[src/rtl/glitch_pkg.sv]
// Shared types and constants for the glitch sequencer slice.
package glitch_pkg;

  localparam int unsigned CNT_W_DEF = 16;
  localparam int unsigned REP_W_DEF = 4;

  // Decoded I2C word layout: [8:1] data byte, [0] ack (0) / nack (1).
  localparam int unsigned DEC_W    = 9;
  localparam int unsigned BYTE_W   = 8;
  localparam int unsigned BYTE_MSB = 8;
  localparam int unsigned BYTE_LSB = 1;
  localparam int unsigned ACK_BIT  = 0;

  typedef enum logic [2:0] {
    IDLE   = 3'd0,
    ARMED  = 3'd1,
    DELAY  = 3'd2,
    GLITCH = 3'd3,
    GAP    = 3'd4,
    DONE   = 3'd5
  } state_t;

endpackage

[src/rtl/i2c_byte_match.sv]
// Selects one sniffer bus and flags a strobed byte equal to the match value.
module i2c_byte_match
  import glitch_pkg::*;
#(
  parameter bit REQ_ACK = 1'b1
) (
  input  logic [DEC_W-1:0]  main_sda_dec,
  input  logic              main_ready,
  input  logic [DEC_W-1:0]  priv_sda_dec,
  input  logic              priv_ready,
  input  logic              bus_sel,
  input  logic [BYTE_W-1:0] match_byte,
  output logic              match_c
);

  logic [DEC_W-1:0] sel_dec;
  logic             sel_ready;

  // Only the selected bus is looked at; the other one is ignored entirely.
  always_comb begin
    sel_dec   = bus_sel ? priv_sda_dec : main_sda_dec;
    sel_ready = bus_sel ? priv_ready   : main_ready;
    match_c   = sel_ready
             && (sel_dec[BYTE_MSB:BYTE_LSB] == match_byte)
             && (!REQ_ACK || !sel_dec[ACK_BIT]);
  end

endmodule

[src/rtl/glitch_sequencer.sv]
// DAC level arbiter: passes pmic_level through, or overrides it with a
// programmed glitch pulse train triggered by a matching I2C byte.
module glitch_sequencer
  import glitch_pkg::*;
#(
  parameter int unsigned CNT_W   = CNT_W_DEF,
  parameter int unsigned REP_W   = REP_W_DEF,
  parameter bit          REQ_ACK = 1'b1
) (
  input  logic              clk,
  input  logic              rst_n,
  input  logic [DEC_W-1:0]  main_sda_dec,
  input  logic              main_ready,
  input  logic [DEC_W-1:0]  priv_sda_dec,
  input  logic              priv_ready,
  input  logic [BYTE_W-1:0] pmic_level,
  input  logic              arm,
  input  logic              abort,
  input  logic              cfg_bus_sel,
  input  logic [BYTE_W-1:0] cfg_match,
  input  logic [CNT_W-1:0]  cfg_delay,
  input  logic [CNT_W-1:0]  cfg_width,
  input  logic [CNT_W-1:0]  cfg_gap,
  input  logic [REP_W-1:0]  cfg_repeat,
  input  logic [BYTE_W-1:0] cfg_level,
  output logic [BYTE_W-1:0] dac_level,
  output logic              glitch_active,
  output logic              busy,
  output logic              done
);

  state_t              state_q, state_d;
  logic [CNT_W-1:0]    cnt_q, cnt_d;
  logic [REP_W-1:0]    rem_q, rem_d;

  logic                sel_q, sel_d;
  logic [BYTE_W-1:0]   match_q, match_d;
  logic [CNT_W-1:0]    delay_q, delay_d;
  logic [CNT_W-1:0]    width_q, width_d;
  logic [CNT_W-1:0]    gap_q, gap_d;
  logic [BYTE_W-1:0]   level_q, level_d;

  logic [BYTE_W-1:0]   dac_d;
  logic                glitch_d, busy_d, done_d;
  logic                match_c;

  i2c_byte_match #(
    .REQ_ACK (REQ_ACK)
  ) u_match (
    .main_sda_dec (main_sda_dec),
    .main_ready   (main_ready),
    .priv_sda_dec (priv_sda_dec),
    .priv_ready   (priv_ready),
    .bus_sel      (sel_q),
    .match_byte   (match_q),
    .match_c      (match_c)
  );

  // State, counters, latched config and registered outputs.
  always_ff @(posedge clk or negedge rst_n) begin
    if (!rst_n) begin
      state_q       <= IDLE;
      cnt_q         <= '0;
      rem_q         <= '0;
      sel_q         <= 1'b0;
      match_q       <= '0;
      delay_q       <= '0;
      width_q       <= '0;
      gap_q         <= '0;
      level_q       <= '0;
      dac_level     <= '0;
      glitch_active <= 1'b0;
      busy          <= 1'b0;
      done          <= 1'b0;
    end else begin
      state_q       <= state_d;
      cnt_q         <= cnt_d;
      rem_q         <= rem_d;
      sel_q         <= sel_d;
      match_q       <= match_d;
      delay_q       <= delay_d;
      width_q       <= width_d;
      gap_q         <= gap_d;
      level_q       <= level_d;
      dac_level     <= dac_d;
      glitch_active <= glitch_d;
      busy          <= busy_d;
      done          <= done_d;
    end
  end

  // Next-state, counter and output decode; abort overrides everything.
  always_comb begin
    state_d = state_q;
    cnt_d   = cnt_q;
    rem_d   = rem_q;
    sel_d   = sel_q;
    match_d = match_q;
    delay_d = delay_q;
    width_d = width_q;
    gap_d   = gap_q;
    level_d = level_q;

    case (state_q)
      IDLE: begin
        if (arm && !abort) begin
          sel_d   = cfg_bus_sel;
          match_d = cfg_match;
          delay_d = cfg_delay;
          width_d = (cfg_width  == '0) ? CNT_W'(1) : cfg_width;
          gap_d   = (cfg_gap    == '0) ? CNT_W'(1) : cfg_gap;
          rem_d   = (cfg_repeat == '0) ? REP_W'(1) : cfg_repeat;
          level_d = cfg_level;
          state_d = ARMED;
        end
      end
      ARMED: begin
        if (match_c) begin
          state_d = DELAY;
          cnt_d   = delay_q;
        end
      end
      DELAY: begin
        if (cnt_q != '0) begin
          cnt_d = cnt_q - CNT_W'(1);
        end else begin
          state_d = GLITCH;
          cnt_d   = width_q - CNT_W'(1);
        end
      end
      GLITCH: begin
        if (cnt_q != '0) begin
          cnt_d = cnt_q - CNT_W'(1);
        end else if (rem_q > REP_W'(1)) begin
          rem_d   = rem_q - REP_W'(1);
          state_d = GAP;
          cnt_d   = gap_q - CNT_W'(1);
        end else begin
          state_d = DONE;
        end
      end
      GAP: begin
        if (cnt_q != '0) begin
          cnt_d = cnt_q - CNT_W'(1);
        end else begin
          state_d = GLITCH;
          cnt_d   = width_q - CNT_W'(1);
        end
      end
      DONE: begin
        state_d = IDLE;
      end
      default: begin
        state_d = IDLE;
      end
    endcase

    if (abort) begin
      state_d = IDLE;
    end

    // Outputs follow the state being entered so they line up with it.
    glitch_d = (state_d == GLITCH);
    dac_d    = glitch_d ? level_q : pmic_level;
    busy_d   = (state_d != IDLE) && (state_d != DONE);
    done_d   = (state_d == DONE);
  end

endmodule

[config.mk]
export PLATFORM = sky130hd
export DESIGN_NAME = glitch_sequencer
export DESIGN_NICKNAME = d
export VERILOG_FILES = /design/src/rtl/glitch_pkg.sv /design/src/rtl/i2c_byte_match.sv /design/src/rtl/glitch_sequencer.sv
export SDC_FILE = /design/constraint.sdc
export NUM_CORES = 1
export LEC_CHECK = 0
export ABC_AREA = 1
export BUFFER_PORTS_ARGS = -buffer_cell sky130_fd_sc_hd__buf_4
export CORE_ASPECT_RATIO = 1.4
export CORE_MARGIN = 3
export CORE_UTILIZATION = 43
export DETAILED_ROUTE_END_ITERATION = 10
export GPL_TIMING_DRIVEN = 0
export PLACE_DENSITY = 0.67
export SKIP_CTS_REPAIR_TIMING = 1
export SYNTH_ARGS = -nofsm -noshare
export SYNTH_HDL_FRONTEND = slang
export SYNTH_HIERARCHICAL = 1
export SYNTH_SLANG_ARGS = --single-unit
[constraint.sdc]
create_clock -name clk -period 1.85 [get_ports clk]
set_clock_uncertainty 0.15 [all_clocks]
set_input_delay 0.185 -clock clk [delete_from_list [all_inputs] [get_ports clk]]
set_output_delay 0.185 -clock clk [all_outputs]
set_load 0.05 [all_outputs]
==> results of run 1 <==
power groups by stage:
stage	sequential (mW)	clock (mW)	combinational (mW)
floorplan	2.87	0	1.15
CTS	2.90	2.22	1.72
detailed placement	2.93	0	1.71
global placement	2.93	0	1.68
global route	3.00	2.29	2.29
finish	2.95	2.18	2.04
critical path: stages, from the launching register on:
cell	delay, ps
dfrtp_2	450
inv_4	90
clkbuf_16	130
nand2_1	40
nand2_1	60
xor2_1	160
nand3b_1	100
nor2_2	150
or2_1	160
nand2_2	80
clkinv_4	100
nand2_8	80
a21oi_2	150
nand3_1	130
nand2_1	90
inv_1	30
how the worst max path moves through the flow:
stage / from / end / slack, ps / cells past startpoint
5_1_grt: sel_q / cnt_q[4] / -580 / 17
3_5_place_dp: sel_q / cnt_q[14] / -470 / 16
2_1_floorplan: sel_q / cnt_q[4] / -80 / 17
6_report: sel_q / cnt_q[14] / -430 / 15
4_1_cts: sel_q / cnt_q[14] / -490 / 16
3_3_place_gp: sel_q / cnt_q[14] / -450 / 16
routing by layer:
metal,vias up,routed length (um),share of wire (%),global-route usage (%)
met5,-,0,0,0
met4,0,519,2.6,6.48
met3,38,849,4.3,4.25
met2,176,10700,54,41.4
met1,3038,7590,39,27.0
li1,3185,-,-,-
cell type report:
| type | instances | area, um2 |
|---|---|---|
| Inverter | 82 | 343 |
| Timing Repair Buffer | 203 | 1780 |
| Multi-Input combinational cell | 678 | 3380 |
| Clock buffer | 10 | 229 |
| Fill cell | 1181 | 4870 |
| Sequential cell | 99 | 2480 |
| Clock inverter | 6 | 111 |
| Buffer | 19 | 159 |
| Tap cell | 182 | 228 |
cells by family (layout without fill, tap and decap cells):
| group | Yosys count | after routing | synth area share [%] |
|---|---|---|---|
| simple gates | 597 | 599 | 42.4 |
| buf+inv | 103 | 320 | 7.27 |
| xor+xnor | 19 | 19 | 2.75 |
| fa+ha+maj | 6 | 6 | 1.24 |
| compound gates | 54 | 54 | 5.53 |
| flops | 99 | 99 | 40.9 |
cell usage in the layout (no fill, tap or decap), types with 5 or more instances in the layout:
master         netlist  routed
dlygate4sd3_1        0      73
nand2_2              5      21
nor2_4               3      11
nand3b_1             7       7
nand2_1            367     350
o21ai_0             28      27
nand3_1             84      81
buf_4                3     124
inv_2               10       8
nand4_1              5       5
clkbuf_16            0      12
nor2_2               6       9
a21oi_1             13       6
ha_1                 6       5
nor4_1               8       8
buf_8                0       5
xnor2_1              5       5
nor2_1              96      86
xor2_1              14      14
dfrtp_1             99      97
a21oi_2              1       7
buf_2                6       5
inv_1               71      68
through the flow:
stage	cell area, um2	power, mW
2_1_floorplan	6080	4.01
3_3_place_gp	7150	4.62
3_5_place_dp	7150	4.64
4_1_cts	7490	6.84
5_1_grt	8710	7.57
6_report	8710	7.17
state kept, by name, summed over array words and instances (netlist names), 4 cells and up:
name,cells
width_q,16
level_q,8
delay_q,16
dac_level,8
cnt_q,16
gap_q,16
rem_q,4
match_q,8
==> results.txt, run 1 <==
----------------------------------------------------
[Run status]
  Run status ... finished with violations
  Violated checks ... negative hold slack, negative setup slack

[Synth]
  Share of synthesized registers carrying an async set or reset ... between 90% and 100%
  Netlist area before placement ... ~6100 um2
  Post-synthesis cell type count ... 42
  Leading area contributor after synthesis ... dfrtp_1
  Synthesis warning total ... 6
  Mean instance size in the synthesized netlist ... a little under 7 um2
  Most instantiated library cell after synthesis ... nand2_1
  Area share of the leading cell type in the synthesized netlist ... about two fifths
  Top cells by instance count after synthesis ... 367 x nand2_1, 99 x dfrtp_1, 96 x nor2_1
  Post-synthesis sequential area ratio ... about two fifths
  Leading cell types by total area after synthesis ... dfrtp_1 41%, nand2_1 23%, nand3_1 6.9%
  Post-synthesis net count ... 985
  Register bit total from synthesis ... a little under 100
  Count of flip-flops with a built-in enable after synthesis ... 0
  Predominant post-synthesis flop cell ... dfrtp_1
  Cells after synthesis ... slightly below 900

[Routing]
  Number of search-and-repair iterations in the first detailed-routing pass ... 6
  Total via count in the routed design ... between 6000 and 7000
  Antenna Nets Post-Route ... 0
  Average routed wire per standard cell ... ~15 um
  Total wire length after detailed routing ... just under 20000 um
  DRC violations left ... 0
  Initial DRC Count ... 377
  Vias/cell ... 5.03

[Placement]
  Pre-CTS WS ... -472 ps
  Detailed Place HPWL ... 13700 um
  Placer Congestion ... roughly 0.92
  Count of buffers from port buffering ... roughly 110
  Number of placed cells counting well taps ... approximately 1200

[Worst hold path]
  Hold path endpoint ... rem_q[1]
  Startpoint of the tightest hold check path ... cfg_repeat[1]
  Tightest Hold Check Type ... in -> reg
  Cell depth of the worst hold path ... 3

[Worst setup path]
  Depth of the worst register-to-register path ... 15
  Arrival time at the worst endpoint ... 2370 ps
  CP endpoint kind ... flip-flop
  Required @ worst endpoint ... 1940 ps
  Flop2flop setup slack ... -430 ps
  Worst reg2reg path startpoint ... sel_q
  Critical path fanouts, max ... 5
  Startpoint-to-endpoint class of the critical path ... reg -> reg
  FF-to-FF End ... cnt_q[14]
  Kind of start point of the critical path ... flip-flop

[STA]
  Final WS setup ... -430 ps
  Unrepaired setup endpoints after global routing ... yes
  Sum of negative setup slack ... -10130 ps
  Final setup fails ... 29
  Highest clock rate ... 439 MHz
  Max-slew headroom ... between 30% and 40%
  Shortest clock period the worst path allows after layout ... 2280 ps
  Max-slew violation total from the final report ... 0
  Tightest Pin Transition ... 920 ps
  Smallest hold slack ... -28.6 ps
  Fin. Hold Viols ... 3
  Part of the cycle the worst path needs ... 123%

[GRT]
  Vias in the first global route ... around 5700
  Global-route wire length before repair ... between 20000 and 30000 um
  Initial antenna violation count ... 0
  Total overflow reported by the global router ... 0
  Maximum number of pins on one net before global-route repair ... 100
  Total routing usage reported by global routing ... between 20% and 30%

[Floorplanning]
  Horiz. Die Dim ... around 110 um
  Die Outline Area ... around 16000 um2
  Row count ... 50
  Core box area ... about 14000 um2
  Starting Density ... between 40% and 50%
  Vertical die dimension ... between 100 and 150 um
  Top-Level Pins ... approximately 110

[Clock tree]
  Maximum buffer depth of the clock tree ... 2
  Clk root buf ... clkbuf_16
  Clock tree from TritonCTS ... built
  Num CTS Buffers ... 9
  Count of H-tree levels built during CTS ... 3
  Skew-Pair Late Insertion Delay ... 350 ps
  Clock sink total ... between 90 and 100
  Reg clk slew, reported paths ... ~70 ps

[Power and ir drop]
  Switching power share of the total ... between 30% and 40%
  Fraction of power consumed by combinational cells ... about 28%
  Cell Int Power ... about 4.8 mW
  Cell area power density ... a little over 800 nW/um2
  Switching pwr ... 2.40 mW
  Relative contribution of the clock network to total power ... a little under a third
  Leak Pwr ... approximately 4.4 nW
  IR drop worst, VDD ... 588 uV
  Flop pwr share ... 41.1%

[Job]
  Max-Cap Viols ... 0

[Layout]
  Antenna diode instance count ... 0
  P&R area growth vs syn ... 43.6%
  Nets ... roughly 1200
  Share of the core filled with cells ... 64.1%
  Final std cells w/o fill ... ~1300
  Fraction of final layout cells sized beyond drive strength 1 ... between 20% and 30%

----------------------------------------------------
(Power assumes the default switching activity.)
==> run 2, diff against run 1 <==
--- a/config.mk
+++ b/config.mk
@@ -12,6 +12,7 @@
 export CORE_UTILIZATION = 43
 export DETAILED_ROUTE_END_ITERATION = 10
 export GPL_TIMING_DRIVEN = 0
+export MAX_ROUTING_LAYER = met4
 export PLACE_DENSITY = 0.67
 export SKIP_CTS_REPAIR_TIMING = 1
 export SYNTH_ARGS = -nofsm -noshare
==> run 2 against run 1 <==
- the flow still finishes with violations (negative hold slack, negative setup slack)
- fmax shrank 3.0%
- first-iteration DRC count is 13% lower
- setup slack worse by 71 ps
- sequential share of layout area increased by 0.38 points
- critical path type unchanged
- critical endpoint is now dac_level[6]
- largest cell class unchanged
- largest power group unchanged
==> results.txt, run 2 (synthesized netlist as in run 1, its figures left out) <==
----------------------------------------------------
[STA]
  Max-slew headroom ... 66.4%
  Final WS setup ... -502 ps
  Tightest Pin Transition ... 504 ps
  Highest clock rate ... between 400 and 500 MHz
  Fin. Hold Viols ... 2
  Smallest hold slack ... -16.5 ps
  Shortest clock period the worst path allows after layout ... 2350 ps
  Part of the cycle the worst path needs ... 127%
  Unrepaired setup endpoints after global routing ... yes
  Final setup fails ... just over 40
  Max-slew violation total from the final report ... 0

[Run status]
  Violated checks ... negative hold slack, negative setup slack
  Run status ... finished with violations

[GRT]
  Vias in the first global route ... 5754
  Total overflow reported by the global router ... 0
  Maximum number of pins on one net before global-route repair ... 100
  Initial antenna violation count ... 0
  Global-route wire length before repair ... between 20000 and 30000 um
  Total routing usage reported by global routing ... ~23%

[Routing]
  Number of search-and-repair iterations in the first detailed-routing pass ... 5
  Total via count in the routed design ... between 6000 and 7000
  Initial DRC Count ... between 300 and 400
  DRC violations left ... 0
  Antenna Nets Post-Route ... 0
  Vias/cell ... 4.95
  Total wire length after detailed routing ... approximately 19000 um
  Average routed wire per standard cell ... 15.0 um

[Clock tree]
  Clock sink total ... 99
  Skew-Pair Late Insertion Delay ... between 300 and 400 ps
  Clock tree from TritonCTS ... built
  Num CTS Buffers ... 9
  Count of H-tree levels built during CTS ... 3
  Maximum buffer depth of the clock tree ... 2
  Clk root buf ... clkbuf_16
  Reg clk slew, reported paths ... around 70 ps

[Layout]
  Final std cells w/o fill ... about 1300
  Nets ... around 1200
  Antenna diode instance count ... 0
  Most common cell after layout, fill and taps aside ... nand2_1
  Highest-count cells in the layout ignoring fill and taps ... 347 x nand2_1, 119 x buf_4, 98 x dfrtp_1
  P&R area growth vs syn ... 41.7%
  Fraction of final layout cells sized beyond drive strength 1 ... 22.4%

[Worst setup path]
  Most used cell along the critical path ... nand2_2
  Cell-by-cell listing of the critical path ... inv_4, clkbuf_16, nand2_2, nand2_2, xor2_1, nand3b_1, nor2_2, buf_4, nand4_1, nand2_2, o21ai_4, inv_2, nand2_8, nand2_2, nand2_1
  CP endpoint kind ... flip-flop
  Arrival time at the worst endpoint ... 2440 ps
  Critical Path Slowest Stage Cell ... dfrtp_2
  Kind of start point of the critical path ... flip-flop
  Required @ worst endpoint ... 1940 ps
  Highest cell delay on the worst timing path ... roughly 450 ps
  Startpoint-to-endpoint class of the critical path ... reg -> reg
  Critical path fanouts, max ... 8

[Power and ir drop]
  Cell area power density ... 799 nW/um2
  Leak Pwr ... 4.31 nW
  Switching power share of the total ... 34.7%
  Switching pwr ... between 2 and 2.5 mW
  Cell Int Power ... about 4.5 mW
  Fraction of power consumed by combinational cells ... 29.4%
  Relative contribution of the clock network to total power ... between 20% and 30%
  Flop pwr share ... between 40% and 50%
  IR drop worst, VDD ... 653 uV

[Floorplanning]
  Starting Density ... 44.7%
  Vertical die dimension ... roughly 150 um
  Horiz. Die Dim ... approximately 110 um
  Core box area ... 13600 um2
  Die Outline Area ... ~16000 um2
  Top-Level Pins ... 112
  Row count ... 50

[Placement]
  Pre-CTS WS ... -443 ps
  Placer Congestion ... approximately 0.9
  Number of placed cells counting well taps ... 1171
  Count of buffers from port buffering ... approximately 110
  Detailed Place HPWL ... 13500 um

[Worst hold path]
  Tightest Hold Check Type ... in -> reg

[Job]
  Max-Cap Viols ... 0

----------------------------------------------------
run 2: cell count changes in the layout (fill, tap and decap cells not counted), moves of 3 or more:
cell      previous run  this run
buf_4              124       119
nor2_4              11         6
clkbuf_2             2         6
buf_2                5         2
clkbuf_4             2         5
nand2_1            350       347
nand2_4              3         6
nor2_1              86        89
run 2: power groups by stage:
stage | clock, mW | combinational (mW) | sequential, mW
2_1_floorplan | 0 | 1.15 | 2.87
3_3_place_gp | 0 | 1.68 | 2.93
3_5_place_dp | 0 | 1.70 | 2.93
4_1_cts | 1.93 | 1.71 | 2.90
5_1_grt | 2.01 | 2.27 | 2.98
6_report | 1.91 | 2.02 | 2.93
run 2: worst max-delay path: cells and delay by family (launching register included):
kind | cells | cell delay (ps)
AOI/OAI and AO/OA | 1 | 90
xor gates and xnor gates | 1 | 180
buffers and inverters | 4 | 510
DFF | 1 | 450
and+or+nand+nor | 9 | 850
run 2: cell type report:
class / instances / area, um2
clock buffers: 10 / 229
plain buffers: 21 / 168
well taps: 182 / 228
clock inverters: 6 / 63.8
fillers: 1205 / 4990
flip-flops and latches: 99 / 2480
repair buffers: 197 / 1740
multi-input cells: 677 / 3350
inverters: 82 / 330
run 2: metrics by stage:
| step | instance area [um2] | total power [mW] | setup TNS [ps] | hold WS [ps] | utilization [%] |
|---|---|---|---|---|---|
| global route | 8590 | 7.26 | -18090 | 11.2 | 63.3 |
| finish | 8590 | 6.86 | -12030 | -16.5 | 63.3 |
| CTS | 7440 | 6.55 | -22630 | -152 | 54.8 |
| detailed placement | 7150 | 4.64 | -20140 | 220 | 52.6 |
| floorplan | 6080 | 4.01 | -717 | -261 | - |
| global placement | 7150 | 4.61 | -18770 | 223 | 52.6 |
run 2: layer usage:
layer | GRT usage, % | vias up | routed length (um) | share of wire, %
met5 | - | - | 0 | 0
li1 | - | 3171 | - | -
met4 | 8.23 | 0 | 525 | 2.8
met2 | 39.9 | 178 | 10200 | 53
met3 | 2.30 | 37 | 626 | 3.3
met1 | 28.1 | 2919 | 7740 | 41
run 2: final timing paths:
| kind | from | endpoint | slack, ps | depth (start not counted) |
|---|---|---|---|---|
| min in group asynchronous | rst_n | glitch_active | 260 | 3 |
| hold / removal | cfg_width[0] | width_q[0] | -20 | 4 |
| setup / recovery | sel_q | dac_level[6] | -500 | 15 |
| setup reg to reg | sel_q | dac_level[6] | -500 | 15 |
| hold reg to reg | level_q[5] | level_q[5] | 330 | 2 |
| max in group asynchronous | rst_n | sel_q | 870 | 3 |
